### src/rtl/serial_servo_multi_pkg.sv
// Shared definitions for the multi-channel serial servo controller:
// command FSM state encoding and the ASCII characters of the protocol.
package serial_servo_multi_pkg;

   typedef enum logic [2:0] {
      OCIOSO     = 3'd0,
      ESPERA_POS = 3'd1,
      APLICA     = 3'd2,
      ENVIA      = 3'd3,
      AGUARDA_TX = 3'd4
   } estado_t;

   localparam logic [7:0] ASCII_0 = 8'h30;
   localparam logic [7:0] ASCII_K = 8'h4B;
   localparam logic [7:0] ASCII_E = 8'h45;

endpackage

### src/rtl/serial_servo_multi_pwm_canal.sv
// One servo channel: a shadow width written by the command FSM, an active
// width that follows the shadow only at the period wrap, and the comparator
// against the shared PWM counter.
module pwm_canal
   import serial_servo_multi_pkg::*;
#(
   parameter int unsigned W        = 20,
   parameter int unsigned LARG_MIN = 50_000
) (
   input  logic         clock,
   input  logic         reset,
   input  logic [W-1:0] conta,
   input  logic         vira,
   input  logic         escreve,
   input  logic [W-1:0] largura,
   output logic         pwm
);

   logic [W-1:0] sombra;
   logic [W-1:0] ativa;

   // Shadow/active width registers and registered comparator output
   always_ff @(posedge clock or negedge reset) begin
      if (!reset) begin
         sombra <= W'(LARG_MIN);
         ativa  <= W'(LARG_MIN);
         pwm    <= 1'b0;
      end else begin
         if (escreve)
            sombra <= largura;
         if (vira)
            ativa <= sombra;
         // compare uses the width of the period the counter is in; at the
         // wrap edge the counter sits at its last value, so output goes low
         pwm <= (conta < ativa);
      end
   end

endmodule

### src/rtl/serial_servo_multi.sv
// Multi-channel servo controller driven by two-byte ASCII commands
// (channel digit, position digit) from an external serial receiver; answers
// 'K' or 'E' through an external serial transmitter.
module serial_servo_multi
   import serial_servo_multi_pkg::*;
#(
   parameter int unsigned N_CH          = 4,
   parameter int unsigned N_POS         = 8,
   parameter int unsigned N_BITS        = 7,
   parameter int unsigned PERIODO_CONTA = 1_000_000,
   parameter int unsigned LARG_MIN      = 50_000,
   parameter int unsigned LARG_PASSO    = 7_000,
   parameter int unsigned TIMEOUT       = 5_000_000
) (
   input  logic              clock,
   input  logic              reset,
   input  logic [N_BITS-1:0] rx_dado,
   input  logic              rx_fim,
   input  logic              rx_paridade_ok,
   input  logic              tx_pronto,
   output logic [N_BITS-1:0] tx_dado,
   output logic              tx_partida,
   output logic [N_CH-1:0]   pwm,
   output logic              erro,
   output logic [2:0]        db_canal,
   output logic [2:0]        db_estado
);

   localparam int unsigned W  = $clog2(PERIODO_CONTA);
   localparam int unsigned TW = $clog2(TIMEOUT + 1);

   localparam logic [N_BITS-1:0] C_0 = N_BITS'(ASCII_0);
   localparam logic [N_BITS-1:0] C_K = N_BITS'(ASCII_K);
   localparam logic [N_BITS-1:0] C_E = N_BITS'(ASCII_E);

   if (LARG_MIN + (N_POS - 1) * LARG_PASSO >= PERIODO_CONTA) begin : g_chk_largura
      $error("widest pulse does not fit in the PWM period");
   end

   estado_t         estado;
   logic [2:0]      canal;
   logic [3:0]      pos;
   logic [TW-1:0]   tempo;
   logic [W-1:0]    conta;
   logic            vira;
   logic [N_BITS-1:0] digito;
   logic            canal_ok;
   logic            pos_ok;
   logic            escreve;
   logic [W-1:0]    largura;

   assign vira      = (conta == W'(PERIODO_CONTA - 1));
   assign escreve   = (estado == APLICA);
   assign largura   = W'(LARG_MIN) + W'(pos) * W'(LARG_PASSO);
   assign db_estado = estado;
   assign db_canal  = canal;

   // Decode the received byte as a digit and validate it for each field
   always_comb begin
      digito   = rx_dado - C_0;
      canal_ok = rx_paridade_ok && (rx_dado >= C_0) && (digito < N_BITS'(N_CH));
      pos_ok   = rx_paridade_ok && (rx_dado >= C_0) && (digito < N_BITS'(N_POS));
   end

   // Shared PWM period counter
   always_ff @(posedge clock or negedge reset) begin
      if (!reset)
         conta <= '0;
      else if (vira)
         conta <= '0;
      else
         conta <= conta + W'(1);
   end

   // Command FSM with registered response, strobe and error flag
   always_ff @(posedge clock or negedge reset) begin
      if (!reset) begin
         estado     <= OCIOSO;
         canal      <= '0;
         pos        <= '0;
         tempo      <= '0;
         tx_dado    <= '0;
         tx_partida <= 1'b0;
         erro       <= 1'b0;
      end else begin
         tx_partida <= 1'b0;
         case (estado)
            OCIOSO: begin
               tempo <= '0;
               if (rx_fim) begin
                  if (canal_ok) begin
                     canal  <= digito[2:0];
                     estado <= ESPERA_POS;
                  end else begin
                     tx_dado <= C_E;
                     erro    <= 1'b1;
                     estado  <= ENVIA;
                  end
               end
            end
            ESPERA_POS: begin
               if (rx_fim) begin
                  tempo <= '0;
                  if (pos_ok) begin
                     pos    <= digito[3:0];
                     estado <= APLICA;
                  end else begin
                     tx_dado <= C_E;
                     erro    <= 1'b1;
                     estado  <= ENVIA;
                  end
               end else if (tempo == TW'(TIMEOUT - 1)) begin
                  tempo   <= '0;
                  tx_dado <= C_E;
                  erro    <= 1'b1;
                  estado  <= ENVIA;
               end else begin
                  tempo <= tempo + TW'(1);
               end
            end
            APLICA: begin
               tx_dado <= C_K;
               erro    <= 1'b0;
               estado  <= ENVIA;
            end
            ENVIA: begin
               if (tx_pronto) begin
                  tx_partida <= 1'b1;
                  estado     <= AGUARDA_TX;
               end
            end
            AGUARDA_TX: begin
               if (tx_pronto)
                  estado <= OCIOSO;
            end
            default: estado <= OCIOSO;
         endcase
      end
   end

   for (genvar i = 0; i < N_CH; i++) begin : g_canal
      pwm_canal #(
         .W        (W),
         .LARG_MIN (LARG_MIN)
      ) u_canal (
         .clock   (clock),
         .reset   (reset),
         .conta   (conta),
         .vira    (vira),
         .escreve (escreve && (canal == 3'(i))),
         .largura (largura),
         .pwm     (pwm[i])
      );
   end

endmodule
### config.mk
export PLATFORM = sky130hd
export DESIGN_NAME = serial_servo_multi
export DESIGN_NICKNAME = d
export VERILOG_FILES = /design/src/rtl/serial_servo_multi_pkg.sv /design/src/rtl/serial_servo_multi_pwm_canal.sv /design/src/rtl/serial_servo_multi.sv
export SDC_FILE = /design/constraint.sdc
export NUM_CORES = 1
export LEC_CHECK = 0
export ABC_AREA = 1
export CORE_ASPECT_RATIO = 0.75
export CORE_MARGIN = 2
export CORE_UTILIZATION = 60
export DETAILED_ROUTE_END_ITERATION = 12
export GPL_TIMING_DRIVEN = 0
export PLACE_DENSITY_LB_ADDON = 0.3
export SYNTH_ARGS = -nofsm -noshare
export SYNTH_HDL_FRONTEND = slang
export SYNTH_SLANG_ARGS = --single-unit
### constraint.sdc
create_clock -name clock -period 3.2 [get_ports clock]
set_input_delay 0.64 -clock clock [delete_from_list [all_inputs] [get_ports clock]]
set_output_delay 0.64 -clock clock [all_outputs]
set_load 0.005 [all_outputs]
==> results_dict.tcl, run 1 <==
set metrics [dict create \
    outcome "finished, final reports clean" \
    cts_made_buffers 17 \
    dieArea_mm2 0.0184 \
    path_delay_family "adder cells" \
    io_pins 31 \
    track_usage 0.293 \
    via_per_inst 5.70 \
    cp_max_fo 5 \
    worstPathCellList "ha_1 > inv_1 > fa_1 > inv_1 > ha_1 > nand2_1 > nand2_1 > a21oi_1 > nand3_1 > nand2_1 > nand2_1 > nor2_8 > nand3_2 > nand3_1 > nand2_1" \
    grt_use_met1 0.424 \
    ys_warn_count 0 \
    synth_fa_ha_area_frac 0.102 \
    cts_tree "yes" \
    num-fill-cells 1308 \
    synth_cell_types 44 \
    p_total_mw 6.47 \
    cp_slowest_stage_delay_ns 0.50 \
    worst-path-buf-inv 2 \
    maxCapViolCount 0 \
    cts_buffer_depth 2 \
    grt_pass1_wl_um 42400 \
    drtIter0Drc 765 \
    synth_cells 1251 \
    vias 8703 \
    clock_latency_ns 0.44 \
    layout.nets 1395 \
    dp_hpwl_um 18600 \
    worst_slack_ns 0.144 \
    met2_usage 0.442 \
    r2r_end "g_canal[1].u_canal.sombra[16]" \
    cp.arrival_ns 3.38 \
    grt_antenna_before_repair 1 \
    critPathSlowestCell "fa_1" \
    synth_area_per_cell_um2 8.29 \
    synth_xor_area_frac 0.0209 \
    clk_pin_slew_worst_paths_ns 0.07 \
    rrSetupSlack_ns 0.14 \
    fmax_mhz 327 \
    die_w_um 156 \
    clock_skew_ns 0.00942 \
    gp_congestion 0.927 \
    path_common_cell "nand2_1" \
    netlist_area_mm2 0.0104 \
    drive_gt1_frac 0.131 \
    setup_violations 0 \
    multiInputGateArea_mm2 0.00497 \
    io_buffer_count 28 \
    grt-ovfl-total 0 \
    grt_util_met3 0.0740 \
    clock-root-buffer "clkbuf_16" \
    synth-main-ff-cell "dfrtp_1" \
    drc 0 \
    wl_um 25700 \
    drt-wirelength-per-cell_um 16.8 \
    whs_ns 0.153 \
    finalHoldViolCount 0 \
    start_util 0.614 \
    ff_latch_area_mm2 0.00459 \
    cp-start-kind "register" \
    place_area_mm2 0.0110 \
    critPathKind "reg -> reg" \
    r2r_cells 15 \
    diodes 0 \
    end_kind "register" \
    worstMarginPinSlew_ns 0.841 \
    cp_data_required_time_ns 3.53 \
    fin_area_mm2 0.0116 \
    design.core.area_mm2 0.0169 \
    period_share 0.955 \
    synth_top_family_by_area "simple AND/OR/NAND/NOR gates" \
    clock-sinks 181 \
    synth-edff-count 0 \
    drv_slew 0 \
    synth_compound_area_frac 0.105 \
    grt_max_degree 115 \
    cts_setup_buffers 0 \
    pre_cts_ws_ns -0.0947 \
    grt_pass1_vias 8382 \
    synth_simple_gate_area_frac 0.244 \
    ir_drop_mv 0.336 \
    muxShareOfSynthArea 0 \
    min_period_ns 3.06 \
    syn_to_final_growth_pct 12.3 \
    relSlewSlack 0.435 \
    worstHoldPathType "in -> async" \
    htreeDepth 4 \
    worstReg2RegStart "pos[3]" \
    dr.pass1.iters 5 \
    synth-seq-area-share 0.443 \
    async_flop_share 1.00 \
    die_h_um 118 \
    power_density_mw_per_mm2 556 \
    ant_nets 0 \
    synth-seq-cells 181 \
    gr-max-usage-layer "met2" \
    rows 41 \
    power.leakage_nw 5.75 \
]
[power by group]
part / switching (mW) / leakage [nW] / internal, mW
combinational: 1.05 / 3.14 / 0.522
clock: 0.931 / 0.289 / 1.26
sequential: 0.155 / 2.32 / 2.55
total: 2.14 / 5.75 / 4.33
[timing repair]
action / 4_1_cts / 5_1_grt
hold buffers: 0 / 0
setup endpoints to repair: 7 / 29
gates resized for setup: 2 / 11
[synth_stat cells, types with 3 or more instances]
cell / instances / area [um2]
a21oi_1: 97 / 485
a31oi_1: 7 / 43.8
buf_2: 10 / 50.1
buf_4: 10 / 75.1
buf_6: 3 / 33.8
clkbuf_1: 10 / 37.5
dfrtp_1: 133 / 3330
dfstp_2: 48 / 1260
fa_1: 3 / 60.1
ha_1: 80 / 1000
inv_1: 175 / 657
inv_2: 8 / 30.0
nand2_1: 250 / 938
nand2_2: 12 / 75.1
nand2_4: 9 / 101
nand3_1: 64 / 320
nand3_2: 8 / 80.1
nand4_1: 18 / 113
nor2_1: 122 / 458
nor2_2: 5 / 31.3
nor3_1: 25 / 125
nor4_1: 9 / 56.3
nor4_4: 4 / 85.1
o21ai_0: 69 / 345
o21ai_1: 19 / 95.1
o21ai_2: 4 / 35.0
o22ai_1: 7 / 43.8
xnor2_1: 8 / 70.1
xor2_1: 13 / 114
[per-stage QoR]
stage	cells	util	TNS, ns
floorplan	1252	-	0
global placement	1495	0.647	-940.24
detailed placement	1496	0.649	-0.381
CTS	1528	0.686	0
global route	1528	0.690	-0.00958
finish	1528	0.690	0
[worst max-delay path by stage]
stage / startpoint / endpoint / cells past startpoint
4_1_cts: pos[0] / g_canal[1].u_canal.sombra[16] / 16
5_1_grt: pos[3] / g_canal[1].u_canal.sombra[15] / 17
6_report: pos[3] / g_canal[1].u_canal.sombra[16] / 15
2_1_floorplan: pos[2] / g_canal[2].u_canal.sombra[16] / 17
3_3_place_gp: reset / g_canal[0].u_canal.ativa[12] / 1
3_5_place_dp: pos[2] / g_canal[1].u_canal.sombra[11] / 14
[sequential cells by signal, summed over array words and instances, names as in the netlist]
signal and cells:
g_canal.u_canal.ativa 60, g_canal.u_canal.sombra 60, tempo 23, conta 20
g_canal.u_canal.pwm 4, pos 4, db_canal 3, db_estado 3
tx_dado 3, tx_partida 1
[layout make-up]
| class | count | area share |
|---|---|---|
| Buffer | 33 | 0.0169 |
| Clock buffer | 20 | 0.0384 |
| Clock inverter | 12 | 0.0142 |
| Inverter | 183 | 0.0590 |
| Multi-Input combinational cell | 855 | 0.427 |
| Sequential cell | 181 | 0.394 |
| Tap cell | 215 | 0.0231 |
| Timing Repair Buffer | 29 | 0.0269 |
[cell usage in the layout (no fill, tap or decap), types with 10 or more instances in the layout]
cell,count
dfstp_2,48
nand2_1,249
a21oi_1,96
inv_1,175
nor2_1,121
clkbuf_16,17
clkbuf_1,12
ha_1,78
xor2_1,13
clkdlybuf4s50_1,27
o21ai_1,19
o21ai_0,69
nor3_1,25
nand4_1,18
nand2_2,13
nand3_1,64
buf_2,10
buf_4,10
dfrtp_1,131
[logic make-up after synthesis]
kind of cell	count (synthesis)
and+or+nand+nor	539
buffers and inverters	216
AOI/OAI and AO/OA	208
DFF	181
adders and majority gates	83
xor gates and xnor gates	23
other	1
[routing by layer]
layer / share of wire / vias to the layer above
li1: - / 4170
met1: 0.45 / 4185
met3: 0.079 / 45
met2: 0.45 / 303
met4: 0.018 / 0
met5: 0 / -
Note: power is estimated with default switching activity, not from simulation.
==> run 2: changes to the inputs <==
CORE_UTILIZATION = 45   (was 60)
SYNTH_HIERARCHICAL = 1   (was unset)
==> results_dict.tcl, run 2 <==
set metrics [dict create \
    synth-seq-cells 221 \
    drv_slew 0 \
    period_share 0.982 \
    min_period_ns 3.14 \
    dr.pass1.iters 4 \
    final_core_util 0.528 \
    cp_max_fo 4 \
    cp.arrival_ns 3.53 \
    synth.area.top_cells "dfrtp_1 35%, nand2_1 11%, dfstp_2 10%" \
    power_density_mw_per_mm2 637 \
    synth-seq-area-share 0.451 \
    synth.most_common_cell "nand2_1" \
    clock_latency_ns 0.51 \
    ir_drop_mv 0.460 \
    vias 9384 \
    final_cells 1863 \
    clock-root-buffer "clkbuf_16" \
    finalHoldViolCount 0 \
    drt-wirelength-per-cell_um 14.9 \
    track_usage 0.195 \
    syn_to_final_growth_pct 15.1 \
    fmax_mhz 318 \
    dieArea_mm2 0.0289 \
    ys_warn_count 6 \
    synth_cells 1412 \
    whs_ns 0.0136 \
    grt_max_degree 92 \
    layout_commonest_cell "nand2_1" \
    pre_cts_ws_ns -0.305 \
    relSlewSlack 0.339 \
    drtIter0Drc 676 \
    yosys-top-cells-count "347 x nand2_1, 216 x inv_1, 173 x dfrtp_1" \
    via_per_inst 5.04 \
    gp_congestion 0.897 \
    cts_buffer_depth 3 \
    fin_area_mm2 0.0143 \
    clk_pin_slew_worst_paths_ns 0.07 \
    p_total_mw 9.09 \
    die_h_um 148 \
    ant_nets 0 \
    yosys.area.top_type "dfrtp_1" \
    r2r_cells 14 \
    clock_skew_ns 0.0101 \
    dpl.cell_count 1814 \
    design.core.area_mm2 0.0271 \
    die_w_um 196 \
    drc 0 \
    synth_cell_types 37 \
    diodes 0 \
    start_util 0.458 \
    synth_area_per_cell_um2 8.78 \
    wl_um 27800 \
    yosysTopAreaCellShare 0.349 \
    place_area_mm2 0.0133 \
    io_buffer_count 28 \
    reg_top3 "g_canal.u_canal/ativa x80, g_canal.u_canal/sombra x80, tempo x23" \
    power.leakage_nw 6.87 \
    grt_pass1_wl_um 45500 \
    synth-main-ff-cell "dfrtp_1" \
    netlist_area_mm2 0.0124 \
    outcome "finished, final reports clean" \
    cp-start-kind "register" \
    worst_slack_ns 0.0570 \
    cts_tree "yes" \
    htreeDepth 1 \
    dp_hpwl_um 20200 \
    num-fill-cells 2451 \
    synth-edff-count 0 \
    setup_violations 0 \
    grt_antenna_before_repair 0 \
    hold_buffers 0 \
    drive_gt1_frac 0.181 \
    cts_made_buffers 24 \
    grt_pass1_vias 8957 \
    async_flop_share 1.00 \
    layout.nets 1609 \
    critPathKind "reg -> reg" \
    rows 52 \
    end_kind "register" \
    grt-ovfl-total 0 \
    layout_common_cells "339 x nand2_1, 216 x inv_1, 169 x dfrtp_1" \
    maxCapViolCount 0 \
    io_pins 31 \
    cp_data_required_time_ns 3.59 \
    worstMarginPinSlew_ns 0.982 \
    worstHoldPathType "in -> async" \
    finalSetupTns_ns 0 \
    clock-sinks 221 \
]
[run 2: changes by cell type in the layout (fill, tap and decap cells not counted), sizes merged, moves of 23 or more]
cell,previous run,this run
a21oi,97,38
nor2,131,92
nand3,73,50
mux2,0,80
dfrtp,133,173
nand2,271,355
inv,188,219
[run 2: path summary, 6_finish.rpt]
check	start	to	slack, ns
max	pos[3]	g_canal[0].u_canal/sombra[13]	0.06
min	reset	g_canal[1].u_canal/sombra[1]	0.01
max reg2reg	pos[3]	g_canal[0].u_canal/sombra[13]	0.06
min reg2reg	g_canal[3].u_canal/sombra[0]	g_canal[3].u_canal/ativa[0]	0.47
max in group asynchronous	reset	g_canal[2].u_canal/ativa[15]	1.96
min in group clock	g_canal[3].u_canal/sombra[0]	g_canal[3].u_canal/ativa[0]	0.47
[run 2: cell families (layout without fill, tap and decap cells)]
family	Yosys count	after routing	share of synthesized area
other	1	22	0.000302
multiplexers	80	80	0.0726
adder cells (fa/ha/maj)	103	103	0.106
AO/OA/AOI/OAI	171	171	0.0734
AND/OR/NAND/NOR	553	553	0.191
buffers and inverters	252	331	0.0842
XOR/XNOR	31	31	0.0219
flip-flops	221	221	0.451
[run 2: what timing repair did]
action,4_1_cts,5_1_grt
setup buffers,0,5
setup endpoints to repair,20,28
pin swaps,0,8
gates cloned,0,0
resized for setup,10,32
[run 2: routing by layer]
layer	up-vias	wire, um	global-route usage
li1	4688	-	-
met1	4470	14500	0.304
met2	195	11700	0.292
met3	31	1200	0.0246
met4	0	389	0.0345
met5	-	0	0
[run 2: critical path: stages, from the launching register on]
cell and delay [ns]:
dfrtp_2 0.46, ha_1 0.30, inv_1 0.06, fa_2 0.62
ha_4 0.24, nand2_1 0.13, inv_1 0.08, a21oi_2 0.20
nand2_1 0.08, nand2_1 0.07, nand2_2 0.10, nor2_2 0.13
nand2_2 0.09, xor2_4 0.19, mux2_2 0.27
[run 2: report_power, final]
part	leakage (nW)	switching, mW	internal, mW
Clock	0.389	1.16	1.60
Sequential	2.82	0.268	3.23
Combinational	3.67	1.70	1.14
[run 2: cell type report]
type,instances,area [um2],area share
plain buffers,33,223,0.0156
clock buffers,30,684,0.0479
clock inverters,14,109,0.00762
inverters,219,822,0.0576
multi-input cells,960,6030,0.422
flip-flops and latches,221,5600,0.392
well taps,351,439,0.0308
repair buffers,35,378,0.0265
